$ cat src/rtl/ifetch_queue_if.sv
`timescale 1ns/1ps
`default_nettype none
// ============================================================================
// Module   : ifetch_queue_if
// Brief    : Bundle of the fetch unit's memory, redirect and decode-side
//            handshake signals. "master" is the fetch unit, "slave" is the
//            surrounding core / memory environment.
// Revision : 1.0 - initial release
// ============================================================================
interface ifetch_queue_if #(
    parameter int DATA_WIDTH = 32,
    parameter int DEPTH      = 4
);
    logic                    redirect_i;
    logic [DATA_WIDTH-1:0]   redirect_pc_i;
    logic                    imem_req_o;
    logic [DATA_WIDTH-1:0]   imem_addr_o;
    logic                    imem_gnt_i;
    logic                    imem_rvalid_i;
    logic [DATA_WIDTH-1:0]   imem_rdata_i;
    logic                    instr_valid_o;
    logic [DATA_WIDTH-1:0]   instr_o;
    logic [DATA_WIDTH-1:0]   instr_pc_o;
    logic                    instr_ready_i;
    logic [$clog2(DEPTH):0]  fifo_count_o;

    modport master (
        input  redirect_i, redirect_pc_i,
        output imem_req_o, imem_addr_o,
        input  imem_gnt_i, imem_rvalid_i, imem_rdata_i,
        output instr_valid_o, instr_o, instr_pc_o,
        input  instr_ready_i,
        output fifo_count_o
    );

    modport slave (
        output redirect_i, redirect_pc_i,
        input  imem_req_o, imem_addr_o,
        output imem_gnt_i, imem_rvalid_i, imem_rdata_i,
        input  instr_valid_o, instr_o, instr_pc_o,
        output instr_ready_i,
        input  fifo_count_o
    );
endinterface
`default_nettype wire

$ cat src/rtl/ifetch_queue.sv
`timescale 1ns/1ps
`default_nettype none
// ============================================================================
// Module   : ifetch_queue
// Brief    : Instruction fetch unit with prefetch FIFO. Issues word-aligned
//            requests, tags responses with their PC, buffers them and hands
//            them to decode. A redirect flushes the buffer and drops any
//            responses still in flight.
//            Optional macro IFQ_BYPASS_EN: a response arriving while the FIFO
//            is empty and decode is ready goes straight to the outputs.
// Revision : 1.0 - initial release
// ============================================================================
module ifetch_queue #(
    parameter int                    DATA_WIDTH      = 32,
    parameter int                    DEPTH           = 4,
    parameter int                    MAX_OUTSTANDING = 2,
    parameter logic [DATA_WIDTH-1:0] RESET_PC        = '0
) (
    input  logic           clk,
    input  logic           rst_n,
    ifetch_queue_if.master bus
);
    localparam int c_ptr_w = $clog2(DEPTH);
    localparam int c_cnt_w = c_ptr_w + 1;
    localparam int c_sum_w = c_cnt_w + 1;
    localparam int c_out_w = $clog2(MAX_OUTSTANDING + 1);
    localparam int c_tag_w = (MAX_OUTSTANDING > 1) ? $clog2(MAX_OUTSTANDING) : 1;
    localparam logic [c_tag_w-1:0]    c_tag_last = c_tag_w'(MAX_OUTSTANDING - 1);
    localparam logic [DATA_WIDTH-1:0] c_pc_step  = DATA_WIDTH'(4);

    // Fetch address and in-flight accounting
    logic [DATA_WIDTH-1:0] r_fetch_pc;
    logic [c_out_w-1:0]    r_outstanding;
    logic [c_out_w-1:0]    r_discard;

    // PC tags of granted, not-yet-answered (and not discarded) requests
    logic [DATA_WIDTH-1:0] r_tag_q [MAX_OUTSTANDING];
    logic [c_tag_w-1:0]    r_tag_wr;
    logic [c_tag_w-1:0]    r_tag_rd;

    // Data FIFO holding {instruction, pc}
    logic [DATA_WIDTH-1:0] r_fifo_instr [DEPTH];
    logic [DATA_WIDTH-1:0] r_fifo_pc    [DEPTH];
    logic [c_ptr_w-1:0]    r_wr_ptr;
    logic [c_ptr_w-1:0]    r_rd_ptr;
    logic [c_cnt_w-1:0]    r_count;

    logic                  w_resp;
    logic                  w_resp_keep;
    logic                  w_resp_drop;
    logic [c_sum_w-1:0]    w_reserved;
    logic                  w_req;
    logic                  w_fire;
    logic                  w_head_valid;
    logic                  w_bypass;
    logic                  w_valid;
    logic                  w_push;
    logic                  w_pop;
    logic [DATA_WIDTH-1:0] w_tag_head;
    logic                  w_unused_pc_lsbs;

    // A response only counts when something is actually in flight; stray
    // rvalids (e.g. from a memory that outlived our reset) are ignored.
    assign w_resp      = bus.imem_rvalid_i && (r_outstanding != '0);
    assign w_resp_keep = w_resp && (r_discard == '0);
    assign w_resp_drop = w_resp && (r_discard != '0);
    assign w_tag_head  = r_tag_q[r_tag_rd];

    // Every in-flight request owns a FIFO slot, so a returning word always fits.
    assign w_reserved = c_sum_w'(r_count) + c_sum_w'(r_outstanding);
    assign w_req      = rst_n && !bus.redirect_i
                      && (w_reserved < c_sum_w'(DEPTH))
                      && (r_outstanding < c_out_w'(MAX_OUTSTANDING))
                      && (r_discard == '0);
    assign w_fire     = w_req && bus.imem_gnt_i;

    assign w_head_valid = (r_count != '0);

`ifdef IFQ_BYPASS_EN
    assign w_bypass = !w_head_valid && w_resp_keep && !bus.redirect_i && bus.instr_ready_i;
`else
    assign w_bypass = 1'b0;
`endif

    assign w_valid = !bus.redirect_i && (w_head_valid || w_bypass);
    assign w_pop   = w_valid && bus.instr_ready_i && !w_bypass;
    assign w_push  = w_resp_keep && !bus.redirect_i && !w_bypass;

    // Low address bits of a redirect target are dropped (word alignment).
    assign w_unused_pc_lsbs = ^bus.redirect_pc_i[1:0];

    assign bus.imem_req_o    = w_req;
    assign bus.imem_addr_o   = r_fetch_pc;
    assign bus.instr_valid_o = w_valid;
    assign bus.instr_o       = w_bypass ? bus.imem_rdata_i : r_fifo_instr[r_rd_ptr];
    assign bus.instr_pc_o    = w_bypass ? w_tag_head : r_fifo_pc[r_rd_ptr];
    assign bus.fifo_count_o  = r_count;

    // Fetch PC, outstanding count and discard count
    always_ff @(posedge clk or negedge rst_n) begin
        if (!rst_n) begin
            r_fetch_pc    <= RESET_PC;
            r_outstanding <= '0;
            r_discard     <= '0;
        end else begin
            r_outstanding <= r_outstanding + c_out_w'(w_fire) - c_out_w'(w_resp);
            if (bus.redirect_i) begin
                r_fetch_pc <= {bus.redirect_pc_i[DATA_WIDTH-1:2], 2'b00};
                // Everything still in flight after this cycle is stale.
                r_discard  <= r_outstanding - c_out_w'(w_resp);
            end else begin
                if (w_fire) begin
                    r_fetch_pc <= r_fetch_pc + c_pc_step;
                end
                if (w_resp_drop) begin
                    r_discard <= r_discard - 1'b1;
                end
            end
        end
    end

    // In-order PC tag queue, pushed on grant and popped on a kept response
    always_ff @(posedge clk or negedge rst_n) begin
        if (!rst_n) begin
            r_tag_wr <= '0;
            r_tag_rd <= '0;
            for (int i = 0; i < MAX_OUTSTANDING; i++) begin
                r_tag_q[i] <= '0;
            end
        end else if (bus.redirect_i) begin
            r_tag_wr <= '0;
            r_tag_rd <= '0;
        end else begin
            if (w_fire) begin
                r_tag_q[r_tag_wr] <= r_fetch_pc;
                r_tag_wr          <= (r_tag_wr == c_tag_last) ? '0 : r_tag_wr + 1'b1;
            end
            if (w_resp_keep) begin
                r_tag_rd <= (r_tag_rd == c_tag_last) ? '0 : r_tag_rd + 1'b1;
            end
        end
    end

    // Data FIFO: push kept responses, pop on decode handshake, flush on redirect
    always_ff @(posedge clk or negedge rst_n) begin
        if (!rst_n) begin
            r_wr_ptr <= '0;
            r_rd_ptr <= '0;
            r_count  <= '0;
            for (int i = 0; i < DEPTH; i++) begin
                r_fifo_instr[i] <= '0;
                r_fifo_pc[i]    <= '0;
            end
        end else if (bus.redirect_i) begin
            r_wr_ptr <= '0;
            r_rd_ptr <= '0;
            r_count  <= '0;
        end else begin
            if (w_push) begin
                r_fifo_instr[r_wr_ptr] <= bus.imem_rdata_i;
                r_fifo_pc[r_wr_ptr]    <= w_tag_head;
                r_wr_ptr               <= r_wr_ptr + 1'b1;
            end
            if (w_pop) begin
                r_rd_ptr <= r_rd_ptr + 1'b1;
            end
            r_count <= r_count + c_cnt_w'(w_push) - c_cnt_w'(w_pop);
        end
    end
endmodule
`default_nettype wire

$ cat src/flat_wrapper.sv
// flat-port wrapper written by rule: the top's interface ports become plain ports
module ifetch_queue_flat 
#(
    parameter int                    DATA_WIDTH      = 32,
    parameter int                    DEPTH           = 4,
    parameter int                    MAX_OUTSTANDING = 2,
    parameter logic [DATA_WIDTH-1:0] RESET_PC        = '0
)
  (clk, rst_n, bus_redirect_i, bus_redirect_pc_i, bus_imem_req_o, bus_imem_addr_o, bus_imem_gnt_i, bus_imem_rvalid_i, bus_imem_rdata_i, bus_instr_valid_o, bus_instr_o, bus_instr_pc_o, bus_instr_ready_i, bus_fifo_count_o);
  ifetch_queue_if #(.DATA_WIDTH(DATA_WIDTH), .DEPTH(DEPTH)) bus_i ();
  input  logic clk;
  input  logic rst_n;
  input wire logic [$bits(bus_i.redirect_i)-1:0] bus_redirect_i;
  input wire logic [$bits(bus_i.redirect_pc_i)-1:0] bus_redirect_pc_i;
  output wire logic [$bits(bus_i.imem_req_o)-1:0] bus_imem_req_o;
  output wire logic [$bits(bus_i.imem_addr_o)-1:0] bus_imem_addr_o;
  input wire logic [$bits(bus_i.imem_gnt_i)-1:0] bus_imem_gnt_i;
  input wire logic [$bits(bus_i.imem_rvalid_i)-1:0] bus_imem_rvalid_i;
  input wire logic [$bits(bus_i.imem_rdata_i)-1:0] bus_imem_rdata_i;
  output wire logic [$bits(bus_i.instr_valid_o)-1:0] bus_instr_valid_o;
  output wire logic [$bits(bus_i.instr_o)-1:0] bus_instr_o;
  output wire logic [$bits(bus_i.instr_pc_o)-1:0] bus_instr_pc_o;
  input wire logic [$bits(bus_i.instr_ready_i)-1:0] bus_instr_ready_i;
  output wire logic [$bits(bus_i.fifo_count_o)-1:0] bus_fifo_count_o;
  assign bus_i.redirect_i = bus_redirect_i;
  assign bus_i.redirect_pc_i = bus_redirect_pc_i;
  assign bus_imem_req_o = bus_i.imem_req_o;
  assign bus_imem_addr_o = bus_i.imem_addr_o;
  assign bus_i.imem_gnt_i = bus_imem_gnt_i;
  assign bus_i.imem_rvalid_i = bus_imem_rvalid_i;
  assign bus_i.imem_rdata_i = bus_imem_rdata_i;
  assign bus_instr_valid_o = bus_i.instr_valid_o;
  assign bus_instr_o = bus_i.instr_o;
  assign bus_instr_pc_o = bus_i.instr_pc_o;
  assign bus_i.instr_ready_i = bus_instr_ready_i;
  assign bus_fifo_count_o = bus_i.fifo_count_o;
  ifetch_queue #(.DATA_WIDTH(DATA_WIDTH), .DEPTH(DEPTH), .MAX_OUTSTANDING(MAX_OUTSTANDING), .RESET_PC(RESET_PC)) u_core (.clk(clk), .rst_n(rst_n), .bus(bus_i));
endmodule
$ cat config.mk
export PLATFORM = sky130hd
export DESIGN_NAME = ifetch_queue_flat
export DESIGN_NICKNAME = d
export VERILOG_FILES = /design/src/rtl/ifetch_queue_if.sv /design/src/rtl/ifetch_queue.sv /design/src/flat_wrapper.sv
export SDC_FILE = /design/constraint.sdc
export NUM_CORES = 1
export LEC_CHECK = 0
export BUFFER_PORTS_ARGS = -buffer_cell sky130_fd_sc_hd__buf_4
export CORE_MARGIN = 3
export CORE_UTILIZATION = 60
export CTS_CLUSTER_SIZE = 28
export DETAILED_ROUTE_END_ITERATION = 12
export GPL_TIMING_DRIVEN = 0
export PLACE_DENSITY = 0.8
export SLEW_MARGIN = 20
export SYNTH_ARGS = -nofsm -noshare
export SYNTH_HDL_FRONTEND = slang
export SYNTH_SLANG_ARGS = --single-unit
export TNS_END_PERCENT = 100
$ cat constraint.sdc
create_clock -name clk -period 3.4 [get_ports clk]
set_clock_uncertainty 0.15 [all_clocks]
set_input_delay 0.34 -clock clk [delete_from_list [all_inputs] [get_ports clk]]
set_output_delay 0.34 -clock clk [all_outputs]
set_load 0.02 [all_outputs]
# --- Word level (Yosys, flattened, before mapping) ---
# Index checks and enable logic that the tools add are counted.
op_classes:
  n_lt_le_gt_ge: 8
  add_sub_neg: 12
  bitwise_logic: 5
  reduce_logical: 25
  n_mux: 31
ops:
  columns: ["cell", "count"]
  rows:
  - ["two-way mux 32 bit", 11]
  - ["bitwise mux 128 bit", 2]
  - ["binary-select mux 32 bit (select 2 bit)", 2]
  - ["bitwise mux 64 bit", 1]
  - ["demux 32 bit (select 2 bit)", 1]
  - ["adder 32 x 3 -> 32 bit, second input constant", 1]
  - ["demux 32 bit (select 1 bit)", 1]
  - ["nonzero test 2 bit", 7]
  - ["logical AND 1 bit", 13]
  - ["two-way mux 2 bit", 6]
  - [">= comparator 3 bit, second input constant", 2]
  - ["two-way mux 1 bit", 6]
  - ["inverter 2 -> 3 bit", 2]
  - ["adder 2 x 1 -> 2 bit, second input constant", 2]
  - ["adder 3 x 2 -> 4 bit", 1]
  - [">= comparator 2 bit, second input constant", 2]
  - ["less-than comparator 4 x 3 -> 1 bit, second input constant", 1]
  - ["inverter 1 -> 2 bit", 2]
  - ["AND reduction 2 bit", 2]
  - ["subtractor 2 x 1 -> 2 bit", 2]
  - ["adder 3 x 1 -> 3 bit", 1]
  - ["less-than comparator 3 x 1 -> 1 bit, second input constant", 1]
  - ["two-way mux 3 bit", 1]
  - ["nonzero test 3 bit", 1]
  - ["other kinds (9)", 10]
word_totals:
  output_inout_bits: 101
  input_bits: 70
  register_bits: 365
  wordCells: 99

# --- Depth between registers and ports, before layout ---
# Gate-level depths: netlist of run 1.
logic_depth:
  word_depth: 8
  ltp_mapped: 10
  mapped_depth_nobuf: 10

# --- Worst setup path after synthesis of run 1 ---
# OpenSTA, ideal clock, no wires.
synth_path:
  kind: "reg-to-reg"
  from: "register u_core.r_count[1], in the netlist u_core.bus.fifo_count_o[1]"
  to: "register u_core.r_count[2], in the netlist u_core.bus.fifo_count_o[2]"
  t_required_ns: 3.118
  stages_incl_launch_ff: 11
  t_arrival_ns: 2.163
  setup_ns: 0.132
  setup_slack_ns: 0.955
  n_path_buf: 0
  period_less_slack_ns: 2.445
  cell_sequence: "dfrtp_1 nor3_1 nor2_1 and2_1 ha_1 inv_1 ha_1 inv_1 fa_1 xnor2_1 nor2_1"
synth_between:
  elab_chain_cells: 5
  word_cells_on_any_way: 6
  classes_between: "add/sub (2); mux (1); reduce/logical (3)"
synth_rtl:
  columns: ["item", "line_no", "source"]
  rows:
  - ["from (decl)", "ifetch_queue.sv:46", "logic [c_cnt_w-1:0] r_count;"]
  - ["from (signal assigned)", "ifetch_queue.sv:167", "r_count <= r_count + c_cnt_w'(w_push) - c_cnt_w'(w_pop);"]
  - ["nonzero test 3 bit", "ifetch_queue.sv:77", "assign w_head_valid = (r_count != '0);"]
  - ["logical AND 1 bit", "ifetch_queue.sv:85", "assign w_valid = !bus.redirect_i && (w_head_valid || w_bypass);"]
  - ["net bus_instr_valid_o", "flat_wrapper.sv:20", "output wire logic [$bits(bus_i.instr_valid_o)-1:0] bus_instr_valid_o;"]
  - ["logical AND 1 bit", "ifetch_queue.sv:86", "assign w_pop = w_valid && bus.instr_ready_i && !w_bypass;"]
  - ["subtractor 3 x 1 -> 3 bit", "ifetch_queue.sv:167", null]
  - ["two-way mux 3 bit", "ifetch_queue.sv:154", "end else if (bus.redirect_i) begin"]
# The timed path passes the listed nets, and every way through them passes these cells.
# A chain may end at the register's enable or synchronous reset.

# --- Worst setup path after layout of run 1 ---
layout_path:
  from: "register u_core.r_rd_ptr[1]"
  to: "output bus_instr_o[11]"
layout_between:
  elab_chain_cells: 4
layout_rtl:
  columns: ["item", "line_no", "source"]
  rows:
  - ["from (decl)", "ifetch_queue.sv:45", "logic [c_ptr_w-1:0] r_rd_ptr;"]
  - ["from (signal assigned)", "ifetch_queue.sv:165", "r_rd_ptr <= r_rd_ptr + 1'b1;"]
  - ["inverter 2 -> 3 bit (implied by the code)", "ifetch_queue.sv:95", "assign bus.instr_o = w_bypass ? bus.imem_rdata_i : r_fifo_instr[r_rd_ptr];"]
  - ["binary-select mux 32 bit (select 2 bit)", "ifetch_queue.sv:95", null]
  - ["two-way mux 32 bit (implied by the code) (2 in a row)", "ifetch_queue.sv:95", null]
  - ["to (decl)", "flat_wrapper.sv:21", "output wire logic [$bits(bus_i.instr_o)-1:0] bus_instr_o;"]
# Every way passes these cells. The select of a mux whose other input is x is not followed.

==> metrics, run 1 <==
Overflow after GRT 0; Post-synth top cells dfrtp_1 (351), mux2_2 (339), mux4_2 (62); Most Frequent Cell on Critical Path clkbuf_1; RR Endpoint u_core.r_fifo_pc[92]$_DFFE_PN0P_; slowest CP cell clkbuf_1; Root Driver clkbuf_16; Largest stage delay, worst path between 0.6 and 0.7 ns; max frequency 0.314 GHz; Max Root-Sink Buffers 3; Iter 0 DRT Violations 764; Final Critical Period 3.18 ns; DIE WIDTH 169 um; ys async rst share 100%; PortBufs around 160; via count 10355; Worst-path clk slew 0.06 ns; first-pass GRT wire length 60900 um; Setup crit end bus_instr_o[11]; CTS Buf Count 38; Max IR drop VDD 0.484 mV; total power approximately 14 mW; Hold WS 0.0264 ns; Final nets between 1000 and 1500; Avg Cell Area, Syn 14.9 um2; Pwr Density between 700 and 800 nW/um2; Hold Path Class in2reg; Yosys top cell area share 55.4%; DR DRC count 0; Max Fanout on Critical Path 10; Critical Path, Cell by Cell clkbuf_1, clkbuf_1, mux4_2, buf_4; number of global-route vias before repair approximately 11000; Critical Path Start u_core.r_rd_ptr[1]$_DFFE_PN0P_; area grow syn2layout 22.6%; delay-heaviest family, CP buffers and inverters; status completed; TritonRoute pass-1 iters 5; number of flops mapped to enable cells by yosys 0; Yosys Warn Count 0; DP Wirelength 24400 um; initial antenna violation count 0; drt wl/cell about 22 um; WL final 37800 um; Core ar. between 20000 and 30000 um2; ant diodes 0; Final ANT Viol Nets 0; Worst R2R Path Depth 8; #FFs+latches synth 351; largest net degree at the start of global routing between 90 and 100; crit path DAT 2.69 ns; RR Startpoint u_core.r_discard[0]$_DFFE_PN0P_; All-Layer GR Usage between 20% and 30%; Setup crit end kind output port; DR vias/cell 6.14; setup violators final 0; starting density of the core 61.9%; Final Hold Fails 0; Stages on worst setup path 4; top cells by area, synth dfrtp_1 (55%), mux2_2 (24%), mux4_2 (8.8%); Max Cap Violations 0; Worst-Skew Late Latency 0.53 ns; Die Y between 150 and 200 um; Data required, critical path roughly 2.9 ns; Rows 58; die area 28400 um2; dominant cell type by area after synthesis dfrtp_1; FF-to-FF setup slack 0.30 ns; Final Cycle Share 93.6%; sequential fraction of the synthesis area a little under three fifths; most used standard cell by instance count after synthesis dfrtp_1; layout cells sized above 1 approximately half; Mapped Area 15900 um2; WP buf/inv 3; Max H-tree Level 2; commonest register cell after synthesis dfrtp_1; Hold Path Depth 3; Worst Max-Slew Pin Slew 0.800 ns; # IOs 171; CP Class reg2out; TritonCTS clock tree yes; Netlist cell types between 50 and 60; RSZ-0062 raised after global routing no; Worst Setup Start Kind flop; # clock sinks 351; Slew Limit Fails 0; Cells after Synth between 1000 and 1500; GPL Wtd Cong 0.850; worst rel slew slack 46.2%; Pleak 9.20 nW
tightest hold or removal path, cell delays in order:
cell,delay [ns]
buf_4,0.08
and2_1,0.16
mux2i_1,0.08
cell usage in the layout, fill, tap and decap left out, types with 5 or more instances in the layout:
cell and instances:
or4_1 16, and2_1 7, clkbuf_1 33, clkbuf_16 39, dlygate4sd3_1 62, buf_2 39
clkbuf_8 8, o21ai_0 6, nor4_1 8, inv_1 14, mux4_2 62, nand3_1 19
nor3_1 5, xnor2_1 6, mux2i_1 5, nand4_1 12, o211ai_1 7, buf_4 167
ha_1 11, nor2_1 26, a221o_1 5, mux2_2 339, nand2_1 24, o31ai_1 6
a31oi_1 13, a22oi_1 5, dfrtp_1 351
report_power, final:
group          switching, mW  internal [mW]  total (mW)
clock                   1.63           2.28        3.91
combinational           2.19           2.38        4.57
sequential             0.610           5.13        5.74
timing repair:
| action | in CTS | in global routing |
|---|---|---|
| hold buffers | 62 | 0 |
| hold endpoints to repair | 260 | 0 |
| setup endpoints to repair | 15 | 9 |
| gates cloned | 0 | 0 |
| gates resized for setup | 0 | 3 |
| setup buffers | 0 | 0 |
area by class of cell:
type                       count  area [um2]
buffer                        74         343
clock buffer                  54        1110
clock inverter                 8        67.6
fill                        1562        6170
inverter                      15        56.3
multi-input combinational    625        6700
sequential                   351        8780
tap                          330         413
timing repair buffer         230        1970
how the worst min path moves through the flow:
| stage | from | endpoint | slack, ns |
|---|---|---|---|
| global placement | u_core.r_tag_q[5]$_DFFE_PN0P_ | u_core.r_tag_q[5]$_DFFE_PN0P_ | 0.33 |
| finish | bus_instr_ready_i | u_core.r_rd_ptr[0]$_DFFE_PN0P_ | 0.03 |
| global route | bus_redirect_pc_i[30] | u_core.bus.imem_addr_o[30]$_DFFE_PN0P_ | 0.03 |
| CTS | bus_instr_ready_i | u_core.r_rd_ptr[0]$_DFFE_PN0P_ | 0.01 |
| floorplan | rst_n | u_core.bus.fifo_count_o[0]$_DFF_PN0_ | -0.11 |
| detailed placement | rst_n | u_core.r_discard[0]$_DFFE_PN0P_ | 0.13 |
flip-flops by register name, indices dropped and copies added, names as in the netlist:
register and flops:
u_core.r_fifo_instr 128, u_core.r_fifo_pc 120, u_core.r_tag_q 60, u_core.bus.imem_addr_o 30, u_core.bus.fifo_count_o 3, u_core.r_discard 2
u_core.r_outstanding 2, u_core.r_rd_ptr 2, u_core.r_wr_ptr 2, u_core.r_tag_rd 1, u_core.r_tag_wr 1
stage by stage:
stage                     instances  util, %  TNS (ns)  setup WS, ns  instance area [um2]
after floorplan                1066        -         0         0.955                15900
after global placement         1560     68.4   -709.90         -2.63                17500
after detailed placement       1564     68.9         0         0.213                17600
after CTS                      1687     75.9         0        0.0661                19400
after global routing           1687     75.9         0        0.0444                19400
final                          1687     75.9         0         0.216                19400
layer usage:
layer | vias to the layer above | wire [um] | global-route usage (%)
li1 | 4515 | - | -
met1 | 5361 | 15800 | 37.4
met2 | 380 | 18700 | 44.5
met3 | 99 | 2350 | 4.93
met4 | 0 | 1030 | 8.43
met5 | - | 0 | 0
cells by family (layout without fill, tap and decap cells):
logic type,after synthesis,count (layout),share of synthesized area [%]
muxes,406,406,33.2
DFF,351,351,55.4
and+or+nand+nor,138,138,4.82
buffers and inverters,90,381,2.53
AOI/OAI and AO/OA,57,57,2.66
adders and majority gates,12,12,0.994
xor gates and xnor gates,8,8,0.442
other,1,4,0.0236
No activity file was read; power rests on OpenSTA's default activity.
==> inputs of run 2 (changes only) <==
==> constraint.sdc (replaced) <==
create_clock -name clk -period 3.4 [get_ports clk]
set_clock_uncertainty 0.15 [all_clocks]
set_input_delay 0 -clock clk [delete_from_list [all_inputs] [get_ports clk]]
set_output_delay 0 -clock clk [all_outputs]
set_load 0.02 [all_outputs]
==> metrics, run 2 (synthesis results as in run 1) <==
status completed; worst rel slew slack 37.6% (-8.6 points); CTS resizes 0 (unchanged); drt wl/cell 22.5 um (+0.43%); starting density of the core 61.9% (unchanged); ant diodes 0 (unchanged); All-Layer GR Usage 27.2% (+0.21 points); Worst Setup Start Kind input pin; clock power share 27.5% (about the same); DIE WIDTH 169 um (unchanged); fin cells 1696 (+0.53%); Setup Fix Bufs, Post-CTS 0 (unchanged); TritonRoute pass-1 iters 5 (unchanged); Max Fanout on Critical Path 56 (+46); Final Cycle Share 95.7% (+2.0 points); Pleak 9.24 nW (+0.40%); area grow syn2layout 23.2%; CP Class in2reg; hold path startpoint bus_redirect_pc_i[21]; WL final 38200 um (+0.97%); sw power 4.44 mW (+0.30%); Final Hold Fails 0 (unchanged); layout cells sized above 1 49.6% (-0.33 points); Max H-tree Level 2 (unchanged); Pwr Density 728 nW/um2 (-0.31%); CTS Hold Bufs 70 (+13%); first-pass GRT wire length 61400 um (+0.69%); P_int 9.79 mW (+0.12%); Reg power frac 40.1% (-0.3 points); max reg flops 128 (unchanged); Setup crit end kind flop; Iter 0 DRT Violations 780 (+2.1%); commonest non-fill, non-tap cell in the layout dfrtp_1; most frequent cells in the layout dfrtp_1 (351), mux2_2 (339), buf_4 (167); Critical Path, Cell by Cell dlygate4sd3_1, dlygate4sd3_1, buf_8, buf_16, and4bb_2, nand4_1, clkbuf_1, clkbuf_1, buf_2, nor2_1, a221o_1; RR Startpoint u_core.r_discard[0]$_DFFE_PN0P_; Slew Limit Fails 0 (unchanged); Max Root-Sink Buffers 3 (unchanged); Final nets 1426 (+0.64%); setup_tns 0 ns (unchanged); DR DRC count 0 (unchanged); Biggest register u_core.r_fifo_instr; Largest stage delay, worst path 0.58 ns (-0.05 ns); Max IR drop VDD 0.489 mV (+1.0%); initial antenna violation count 0 (unchanged); placed cell count 1564 (unchanged); Core ar. 25600 um2 (unchanged); Hold WS 0.0905 ns (+0.0641 ns); Die Y 169 um (unchanged); CTS Buf Count 38 (unchanged); Layout Cell Area excl Fill 19500 um2 (+0.49%); Worst-Skew Late Latency 0.53 ns (about the same); WP buf/inv 7 (+4); PortBufs 164 (unchanged); max frequency 0.307 GHz (-2.1%); die area 28400 um2 (unchanged); Final ANT Viol Nets 0 (unchanged); Critical Path Start rst_n; DP Wirelength 24400 um (unchanged); number of global-route vias before repair 11167 (+0.40%); Rows 58 (unchanged); Net Sw Frac 31.2% (+0.038 points); via count 10456 (+0.98%); # clock sinks 351 (unchanged); Worst-path clk slew 0.06 ns (about the same); largest net degree at the start of global routing 97 (unchanged); biggest registers after layout u_core.r_fifo_instr x128, u_core.r_fifo_pc x120, u_core.r_tag_q x60; Root Driver clkbuf_16; Final Critical Period 3.25 ns (+0.0685 ns); slowest CP cell dlygate4sd3_1; delay-heaviest family, CP buffers and inverters; Overflow after GRT 0 (unchanged); Post-DP Area 17600 um2 (unchanged); Max Cap Violations 0 (unchanged); TritonCTS clock tree yes; Comb pwr share 32.4% (+0.3 points); crit path DAT 3.52 ns (+0.83 ns); setup violators final 0 (unchanged); RSZ-0062 raised after global routing no; Worst Max-Slew Pin Slew 0.928 ns (+0.127 ns); # IOs 171 (unchanged); GPL Wtd Cong 0.850 (unchanged); DR vias/cell 6.17 (+0.44%); Data required, critical path 3.66 ns (+0.75 ns); Hold Path Class in2reg
==> run 2: cell types whose count changed in the layout (fill, tap and decap cells not counted), sizes merged <==
cell / change
buf: +1
clkbuf: +1
dlygate4sd3: +7
==> run 2: power by group through the flow <==
stage / sequential (mW) / clock (mW) / combinational, mW
global route: 5.82 / 4.12 / 4.96
global placement: 5.69 / 0 / 4.41
detailed placement: 5.75 / 0 / 4.53
finish: 5.71 / 3.91 / 4.62
CTS: 5.69 / 3.96 / 4.65
floorplan: 5.61 / 0 / 2.97
==> run 2: layout make-up <==
cell class	instances	area, um2
inverter	15	56.3
buffer	75	345
timing repair buffer	238	2070
clock buffer	54	1110
sequential	351	8780
tap	330	413
clock inverter	8	67.6
fill	1547	6070
multi-input combinational	625	6700
==> run 2: path summary, 6_finish.rpt <==
path	endpoint	slack (ns)	cells past startpoint
min	u_core.bus.imem_addr_o[21]$_DFFE_PN0P_	0.09	4
max reg2reg	u_core.r_fifo_pc[92]$_DFFE_PN0P_	0.31	8
max	u_core.bus.imem_addr_o[2]$_DFFE_PN0P_	0.15	11
min in group asynchronous	u_core.r_discard[0]$_DFFE_PN0P_	0.44	4
min reg2reg	u_core.r_fifo_instr[37]$_DFFE_PN0P_	0.35	1
max in group asynchronous	u_core.r_fifo_instr[71]$_DFFE_PN0P_	1.76	5
==> run 2: worst min-delay path, delay by kind of cell <==
kind	cells	cell delay (ns)
buffers and inverters	2	0.63
and+or+nand+nor	2	0.10
==> run 2: metal layers <==
layer | vias to the layer above | part of all wire [%] | global-route usage [%]
met4 | 0 | 2.8 | 8.11
li1 | 4535 | - | -
met2 | 382 | 50 | 45.3
met5 | - | 0 | 0
met3 | 110 | 6.2 | 5.25
met1 | 5429 | 41 | 37.2
==> run 2: per-stage QoR <==
step,power (mW),worst slack (ns),util [%]
after global placement,10.1,-2.29,68.4
after CTS,14.3,0.197,76.3
after detailed placement,10.3,0.347,68.9
after floorplan,8.58,0.955,-
after global routing,14.9,0.0129,76.3
final,14.2,0.148,76.3
